==> config.mk <==
export PLATFORM = sky130hd
export DESIGN_NAME = reg_wb_sched
export DESIGN_NICKNAME = d
export VERILOG_FILES = /design/src/rtl/reg_wb_sched.sv
export SDC_FILE = /design/constraint.sdc
export NUM_CORES = 1
export LEC_CHECK = 0
export ABC_AREA = 1
export ABC_CLOCK_PERIOD_IN_PS = 5790
export CAP_MARGIN = 30
export CORE_ASPECT_RATIO = 1.5
export CORE_MARGIN = 1.5
export CORE_UTILIZATION = 39
export DETAILED_ROUTE_END_ITERATION = 10
export PLACE_DENSITY = 0.81
export SLEW_MARGIN = 20
export SYNTH_ARGS = -nofsm -noshare
export SYNTH_HDL_FRONTEND = slang
export SYNTH_SLANG_ARGS = --single-unit
export TNS_END_PERCENT = 50
==> constraint.sdc <==
create_clock -name CLK -period 5.79 [get_ports CLK]
set_input_delay 0.579 -clock CLK [delete_from_list [all_inputs] [get_ports CLK]]
set_output_delay 0.579 -clock CLK [all_outputs]
set_load 0.005 [all_outputs]
==> src/rtl/reg_wb_sched.sv <==
// Write-back scheduler: round-robin arbitration of three write-back sources onto
// one register-file write port, plus a register scoreboard driving the decode stall.
module reg_wb_sched #(
  parameter int NSRC = 3
) (
  input  logic        CLK,
  input  logic        RST,
  input  logic        FLUSH,
  input  logic        ISSUE_EN,
  input  logic [4:0]  ISSUE_RD,
  input  logic [4:0]  RS1_ADDR,
  input  logic [4:0]  RS2_ADDR,
  output logic        HAZARD,
  input  logic        S0_VALID,
  input  logic [4:0]  S0_ADDR,
  input  logic [31:0] S0_DATA,
  output logic        S0_READY,
  input  logic        S1_VALID,
  input  logic [4:0]  S1_ADDR,
  input  logic [31:0] S1_DATA,
  output logic        S1_READY,
  input  logic        S2_VALID,
  input  logic [4:0]  S2_ADDR,
  input  logic [31:0] S2_DATA,
  output logic        S2_READY,
  output logic [4:0]  WADDR,
  output logic [31:0] WDATA,
  output logic [31:0] BUSY,
  output logic [5:0]  PEND_CNT
);

  logic [NSRC-1:0] valid_s;
  logic [2:0]      gnt_s;
  logic            xfer_s;
  logic [4:0]      sel_addr_s;
  logic [31:0]     sel_data_s;
  logic [1:0]      ptr_r;
  logic [1:0]      ptr_nxt_s;
  logic [4:0]      waddr_r;
  logic [31:0]     wdata_r;
  logic [31:0]     busy_r;
  logic [31:0]     busy_nxt_s;
  logic [31:0]     clr_mask_s;
  logic [31:0]     set_mask_s;
  logic [5:0]      pend_cnt_r;
  logic            hazard_s;

  function automatic logic [5:0] popcnt32(input logic [31:0] v);
    logic [5:0] c;
    c = 6'd0;
    for (int i = 0; i < 32; i++) begin
      c = c + {5'd0, v[i]};
    end
    return c;
  endfunction

  function automatic logic [31:0] onehot32(input logic [4:0] a);
    logic [31:0] m;
    m = 32'd0;
    m[a] = 1'b1;
    return m;
  endfunction

  assign valid_s = {S2_VALID, S1_VALID, S0_VALID};

  // Round-robin grant: priority search starts at the pointer and wraps.
  always_comb begin
    gnt_s = 3'b000;
    case (ptr_r)
      2'd1: begin
        if (valid_s[1])      gnt_s = 3'b010;
        else if (valid_s[2]) gnt_s = 3'b100;
        else if (valid_s[0]) gnt_s = 3'b001;
        else                 gnt_s = 3'b000;
      end
      2'd2: begin
        if (valid_s[2])      gnt_s = 3'b100;
        else if (valid_s[0]) gnt_s = 3'b001;
        else if (valid_s[1]) gnt_s = 3'b010;
        else                 gnt_s = 3'b000;
      end
      default: begin
        if (valid_s[0])      gnt_s = 3'b001;
        else if (valid_s[1]) gnt_s = 3'b010;
        else if (valid_s[2]) gnt_s = 3'b100;
        else                 gnt_s = 3'b000;
      end
    endcase
  end

  assign S0_READY = gnt_s[0];
  assign S1_READY = gnt_s[1];
  assign S2_READY = gnt_s[2];
  assign xfer_s   = |gnt_s;

  // Granted source mux and the pointer value following that grant.
  always_comb begin
    sel_addr_s = 5'd0;
    sel_data_s = 32'd0;
    ptr_nxt_s  = ptr_r;
    case (gnt_s)
      3'b001: begin
        sel_addr_s = S0_ADDR;
        sel_data_s = S0_DATA;
        ptr_nxt_s  = 2'd1;
      end
      3'b010: begin
        sel_addr_s = S1_ADDR;
        sel_data_s = S1_DATA;
        ptr_nxt_s  = 2'd2;
      end
      3'b100: begin
        sel_addr_s = S2_ADDR;
        sel_data_s = S2_DATA;
        ptr_nxt_s  = 2'd0;
      end
      default: begin
        sel_addr_s = 5'd0;
        sel_data_s = 32'd0;
        ptr_nxt_s  = ptr_r;
      end
    endcase
  end

  // Stall decision uses registered BUSY only; a same-cycle write-back does not bypass.
  always_comb begin
    hazard_s = 1'b0;
    if ((RS1_ADDR != 5'd0) && busy_r[RS1_ADDR]) begin
      hazard_s = 1'b1;
    end else if ((RS2_ADDR != 5'd0) && busy_r[RS2_ADDR]) begin
      hazard_s = 1'b1;
    end else if (ISSUE_EN && (ISSUE_RD != 5'd0) && busy_r[ISSUE_RD]) begin
      hazard_s = 1'b1;
    end else begin
      hazard_s = 1'b0;
    end
  end

  assign HAZARD = hazard_s;

  // Scoreboard next state: set applied after clear so set wins; flush overrides both.
  always_comb begin
    clr_mask_s = 32'd0;
    set_mask_s = 32'd0;
    busy_nxt_s = busy_r;
    if (xfer_s && (sel_addr_s != 5'd0)) begin
      clr_mask_s = onehot32(sel_addr_s);
    end else begin
      clr_mask_s = 32'd0;
    end
    if (ISSUE_EN && !hazard_s && (ISSUE_RD != 5'd0)) begin
      set_mask_s = onehot32(ISSUE_RD);
    end else begin
      set_mask_s = 32'd0;
    end
    if (FLUSH) begin
      busy_nxt_s = 32'd0;
    end else begin
      busy_nxt_s = ((busy_r & ~clr_mask_s) | set_mask_s) & ~32'd1;
    end
  end

  // State registers: pointer, write-port pipeline, scoreboard and its count.
  always_ff @(posedge CLK) begin
    if (RST) begin
      ptr_r      <= 2'd0;
      waddr_r    <= 5'd0;
      wdata_r    <= 32'd0;
      busy_r     <= 32'd0;
      pend_cnt_r <= 6'd0;
    end else begin
      ptr_r      <= ptr_nxt_s;
      waddr_r    <= xfer_s ? sel_addr_s : 5'd0;
      wdata_r    <= xfer_s ? sel_data_s : 32'd0;
      busy_r     <= busy_nxt_s;
      pend_cnt_r <= popcnt32(busy_nxt_s);
    end
  end

  assign WADDR    = waddr_r;
  assign WDATA    = wdata_r;
  assign BUSY     = busy_r;
  assign PEND_CNT = pend_cnt_r;

endmodule
### Word level (Yosys, flattened, before mapping)

Cells that the tools add are included.

| word-level totals | value |
|---|---|
| register bits | 77 |
| bits of input ports | 133 |
| output and inout port bits | 79 |
| logic and storage cells | 97 |

| operators by class | value |
|---|---|
| add/sub/neg operators | 31 |
| magnitude comparators | 6 |
| equality and inequality tests | 5 |
| muxes and demuxes | 29 |
| bitwise logic cells | 4 |
| reduce and logical (&&, ||, !) cells | 17 |

Operators by type and width:

| cell | count |
|---|---|
| adder 6 x 1 -> 6 bit | 26 |
| two-way mux 32 bit | 3 |
| case mux 32 bit (3 select lines) | 1 |
| AND 32 bit | 1 |
| NOT 32 bit | 1 |
| bitwise OR 32 bit | 1 |
| less-than comparator 5 x 6 -> 1 bit (second input constant) | 4 |
| nonzero test 5 bit | 4 |
| two-way mux 3 bit | 6 |
| binary-select mux 1 bit (select 5 bit) | 3 |
| case mux 5 bit (3 select lines) | 1 |
| demux 1 bit (select 5 bit) | 2 |
| greater-or-equal comparator 5 x 1 -> 1 bit (second input constant) | 2 |
| logical AND 1 bit | 9 |
| two-way mux 1 bit | 9 |
| adder 5 x 1 -> 6 bit | 1 |
| case mux 2 bit (3 select lines) | 1 |
| case mux 3 bit (2 select lines) | 1 |
| adder 4 x 1 -> 5 bit | 1 |
| adder 3 x 1 -> 4 bit | 1 |
| two-way mux 2 bit | 2 |
| adder 2 x 1 -> 3 bit | 1 |
| == test 3 x 1 -> 1 bit (second input constant) | 1 |
| == test 3 x 2 -> 1 bit (second input constant) | 1 |
| other kinds (9) | 9 |

### Depth between registers and ports, before layout

| logic depth | value |
|---|---|
| depth in word-level cells | 46 |
| gate-level depth with buffers | 37 |

### Least setup slack after synthesis

Ideal clock, no wire load.

| path | value |
|---|---|
| path type | flip-flop to flip-flop |
| start point | register ptr_r[0] |
| end point | register pend_cnt_r[4], in the netlist PEND_CNT[4] |
| arrival | 6.029 ns |
| path slack | -0.358 ns |
| cell stages (with the launch flop) | 34 |
| path buffers | 0 |
| clock period less this slack | 6.148 ns |
| cells stage by stage | dfxtp_1 > inv_1 > ha_1 > inv_2 > nand2_1 > a21oi_4 > nand3_4 > nor2_1 > inv_1 > nand2_1 > nand2_2 > o21ai_0 > nand2_1 > nand2_1 > inv_1 > fa_1 > inv_1 > fa_1 > fa_1 > fa_1 > fa_1 > inv_1 > fa_1 > fa_1 > inv_1 > fa_1 > inv_1 > nand2_1 > inv_1 > nor2_1 > nor2_1 > nor2_1 > o21ai_0 > a21oi_1 |

| between the ends | value |
|---|---|
| cells in the longest elaborated chain, start to end | 44 |
| elaborated cells on any way between the ends | 51 |
| those cells by class | add/sub: 31; order compare: 2; eq/ne: 5; mux: 6; bitwise: 3; reduce/logical: 4 |

Ends and longest elaborated chain:

| element | line | text |
|---|---|---|
| start: declaration | 37 | `logic [1:0] ptr_r;` |
| start signal: assignment | 172 | `ptr_r <= ptr_nxt_s;` |
| == test 2 bit or == test 2 x 1 -> 1 bit (tied branches) | 69 | `case (ptr_r)` |
| case mux 3 bit (2 select lines) * | 69 |  |
| named net S1_READY | 21 | `output logic S1_READY,` |
| == test 3 bit, or another cell as far along | 101 | `case (gnt_s)` |
| case mux 5 bit (3 select lines) | 101 |  |
| less-than comparator 5 x 6 -> 1 bit (implied by the code) or greater-or-equal comparator 5 x 1 -> 1 bit (tied branches) | 60 | `m[a] = 1'b1;` |
| logical AND 1 bit (implied by the code) | 60 |  |
| two-way mux 1 bit (implied by the code) | 60 |  |
| (+5 left out) | n/a |  |
| two-way mux 32 bit * | 156 | `if (FLUSH) begin` |
| named net busy_nxt_s[1] | 42 | `logic [31:0] busy_nxt_s;` |
| adder 1 x 1 -> 2 bit * | 52 | `c = c + {5'd0, v[i]};` |
| adder 2 x 1 -> 3 bit * | 52 |  |
| adder 3 x 1 -> 4 bit * | 52 |  |
| adder 4 x 1 -> 5 bit * | 52 |  |
| adder 5 x 1 -> 6 bit * | 52 |  |
| adder 6 x 1 -> 6 bit * (26 in series) | 52 |  |
| end signal: assignment | 176 | `pend_cnt_r <= popcnt32(busy_nxt_s);` |
| end: declaration | 45 | `logic [5:0] pend_cnt_r;` |

Mark *: on every way through the listed nets, which the timed path passes. The rest lies on a longest branch.
A chain may end at the register's enable or synchronous reset.

### Final worst setup path

| path | value |
|---|---|
| start point | register ptr_r[0] |
| end point | register pend_cnt_r[4], in the netlist PEND_CNT[4] |

| between the ends | value |
|---|---|
| elaborated cells on any way between the ends | 51 |
| those cells by class | add/sub: 31; order compare: 2; eq/ne: 5; mux: 6; bitwise: 3; reduce/logical: 4 |

RTL lines:

| element | line | text |
|---|---|---|
| == test 2 bit or == test 2 x 1 -> 1 bit (tied branches) | 69 |  |
| case mux 3 bit (2 select lines) * | 69 |  |
| == test 3 bit, or another cell as far along | 101 |  |
| case mux 5 bit (3 select lines) | 101 |  |
| less-than comparator 5 x 6 -> 1 bit (implied by the code) or greater-or-equal comparator 5 x 1 -> 1 bit (tied branches) | 60 |  |
| logical AND 1 bit (implied by the code) | 60 |  |
| two-way mux 1 bit (implied by the code) | 60 |  |
| demux 1 bit (select 5 bit) | 60 |  |
| two-way mux 32 bit * | 146 | `if (xfer_s && (sel_addr_s != 5'd0)) begin` |
| NOT 32 bit * | 159 | `busy_nxt_s = ((busy_r & ~clr_mask_s) \| set_mask_s) & ~32'd1;` |
| AND 32 bit * | 159 |  |
| bitwise OR 32 bit * | 159 |  |
| two-way mux 32 bit * | 156 |  |
| named net busy_nxt_s[6] | 42 |  |
| adder 6 x 1 -> 6 bit * (26 in series) | 52 |  |

Marks and branches as above.

==> flow_summary.yaml <==
status:
  status: "finished, violations left"
  violations: "negative setup slack"
floorplan:
  die_x_um: 101
  start_util: 0.401
  coreArea_um2: 14100
  num_io_pins: 212
  num_rows: 53
  die-area_um2: 15200
  fp.dieH_um: 150
critical_path:
  worst_setup_path_start_kind: "register"
  slowest_delay_ns: 0.54
  regToRegSetupSlack_ns: -0.72
  crit_slowest_cell: "fa_1"
  r2r_start: "ptr_r[0]"
  end_kind: "register"
  cp.required_ns: 6.07
  timing.critical_path.mode_cell: "fa_1"
  worst-setup-path-type: "register to register"
  cp-startpoint: "ptr_r[0]"
  reg2reg_depth: 33
  reg2reg_to: "PEND_CNT[4]"
  cp_max_fo: 6
  cp.arrival_ns: 6.78
sta:
  min_period_ns: 6.51
  drv_slew: 0
  tightest_slew_ns: 0.583
  period_share: 1.12
  rsz0062_at_grt: "yes"
  setup_slack_ns: -0.716
  hold_viol: 0
  relSlewSlack: 0.611
  fmax_ghz: 0.154
  setup_viol: 6
  hold_ws_ns: 0.532
  fin_skew_ns: 0.00691
yosys:
  yosysWarnings: 0
  synth-seq-cells: 76
  synthesis.instances: 866
  syn_area_per_cell_um2: 6.51
  synth_nets: 1031
  syn-cell-area_um2: 5640
  ys_types: 36
  seq_area_frac_synth: 0.270
cts:
  cts.clk_slew.worst_paths_ns: 0.06
  cts_root_buffer: "clkbuf_16"
  htreeDepth: 3
  clock_latency_ns: 0.35
  postCtsHoldBufs: 0
  cts_buffers: 9
  clock_sinks: 76
  cts_max_path_buffers: 2
  cts_tree: "done"
hold_path:
  hold_depth: 2
  min_to: "ptr_r[0]"
  hp-class: "register to register"
  hp-start: "ptr_r[0]"
final_layout:
  fin_cells: 1427
  fin_util: 0.708
  drive_above_1_share: 0.268
  final_area_um2: 9950
  syn2layout_area_growth_pct: 76.5
  fin_nets: 1395
  antenna_cells: 0
placed_design:
  io_buffers: 210
  placed_cells: 1388
  postPlaceCellArea_um2: 9060
  gp_congestion: 1.03
  hpwl_um: 18500
detailed_routing:
  vias: 7488
  routed_via_density: 5.25
  drt_wl_total_um: 25500
  drc_errors: 0
  dr.pass1.iters: 5
  ant_nets: 0
  wl_per_cell_um: 17.8
  drtIter0Drc: 440
global_route:
  grt.overflow.total: 0
  track_usage: 0.323
  grt_max_degree: 38
  grt_pass1_vias: 7370
  grt_pass1_wl_um: 37000
  grt_antenna_before_repair: 0
power_and_ir_drop:
  ir_worst_vdd_v: 0.000182
  leakage_nw: 4.62
  total_power_w: 0.00187
  p_per_area_nw_per_um2: 188
flow_run:
  drv_cap: 0
==> how the worst max path moves through the flow <==
stage,slack [ns],end,cells past startpoint
floorplan,-0.19,PEND_CNT[4],37
global placement,-0.98,PEND_CNT[4],36
detailed placement,-1.07,PEND_CNT[4],34
CTS,-0.64,PEND_CNT[4],36
global route,-0.99,PEND_CNT[4],33
finish,-0.72,PEND_CNT[4],33
==> timing repair <==
action / in CTS / in global routing
resized for setup: 66 / 67
setup endpoints to repair: 6 / 6
setup buffers: 11 / 11
pin swaps: 28 / 46
endpoints found under the hold margin: 0 / 0
gates cloned: 2 / 0
==> worst max-delay path, delay by kind of cell (launching register included) <==
kind | cells | cell delay [ns]
adder cells (fa/ha/maj) | 9 | 3.76
AND/OR/NAND/NOR | 12 | 1.39
buffers and inverters | 9 | 0.60
AO/OA/AOI/OAI | 3 | 0.35
flip-flops | 1 | 0.33
==> cells in the final DEF (no fill, tap or decap), types with 6 or more instances in the layout <==
master	n
buf_12	6
buf_6	9
inv_2	23
clkdlybuf4s50_1	196
o21ai_1	30
ha_1	7
o211ai_1	7
inv_1	96
nand2_2	33
nand2_1	205
nor3_2	6
buf_4	165
clkbuf_16	9
dfxtp_1	74
nand3_4	7
a21oi_1	35
nor2_4	10
nor2_2	14
nand3_2	8
o21ai_0	11
nand2_4	12
a22o_1	15
a22oi_1	17
nand3_1	76
dlygate4sd2_1	10
nor2_1	89
fa_1	21
==> flip-flops by register name (all words and copies together) (netlist names) <==
name and count:
WADDR 5, ptr_r 2, WDATA 32, BUSY 31
PEND_CNT 6
==> metrics by stage <==
step                worst slack, ns  setup TNS (ns)
finish                       -0.716           -3.25
global route                 -0.988           -4.40
CTS                          -0.638           -2.81
detailed placement            -1.07           -5.52
global placement             -0.982           -5.03
floorplan                    -0.189          -0.330
==> metal layers <==
metal | track usage | vias up | wire length [um]
met5 | 0 | - | 0
met4 | 0.256 | 0 | 2260
met3 | 0.0645 | 152 | 2150
met2 | 0.602 | 475 | 13100
met1 | 0.297 | 3378 | 7940
li1 | - | 3483 | -
==> cells in the mapped netlist (all sizes together) <==
cell type	count	area, um2
buf	29	216
a22o	15	131
o21bai	4	30.0
conb	1	3.75
nor2	113	477
o311ai	1	26.3
fa	23	460
dfxtp	76	1520
clkinv	1	3.75
nor3	8	40.0
a211oi	1	7.51
a21oi	38	205
nand3	91	473
inv	122	460
clkbuf	9	33.8
o21ai	46	230
nand4	2	12.5
a22oi	17	128
a31oi	2	12.5
a2111oi	1	8.76
nand2	250	988
ha	9	113
o211ai	7	52.6
==> final cells by class <==
cell class | instances | area [um2]
fill | 1098 | 4110
inverter | 123 | 472
tap | 192 | 240
clock inverter | 5 | 83.8
multi-input combinational | 629 | 3800
timing repair buffer | 391 | 3570
sequential | 76 | 1520
clock buffer | 11 | 253
==> cells by family (layout without fill, tap and decap cells) <==
group                      after synthesis  count (layout)  synth area share
DFF                                     76              76             0.270
adders and majority gates               32              32             0.102
other                                    1               1          0.000665
AOI/OAI and AO/OA                      132             132             0.148
and+or+nand+nor                        464             464             0.353
buffers and inverters                  161             530             0.127
==> power breakdown <==
part / internal [W] / leakage, nW / switching, W
clock: 0.000402 / 0.158 / 0.000238
combinational: 0.000325 / 3.85 / 0.000356
sequential: 0.000542 / 0.615 / 0.00000946
total: 0.00127 / 4.62 / 0.000603
Note: power is estimated with default switching activity, not from simulation.
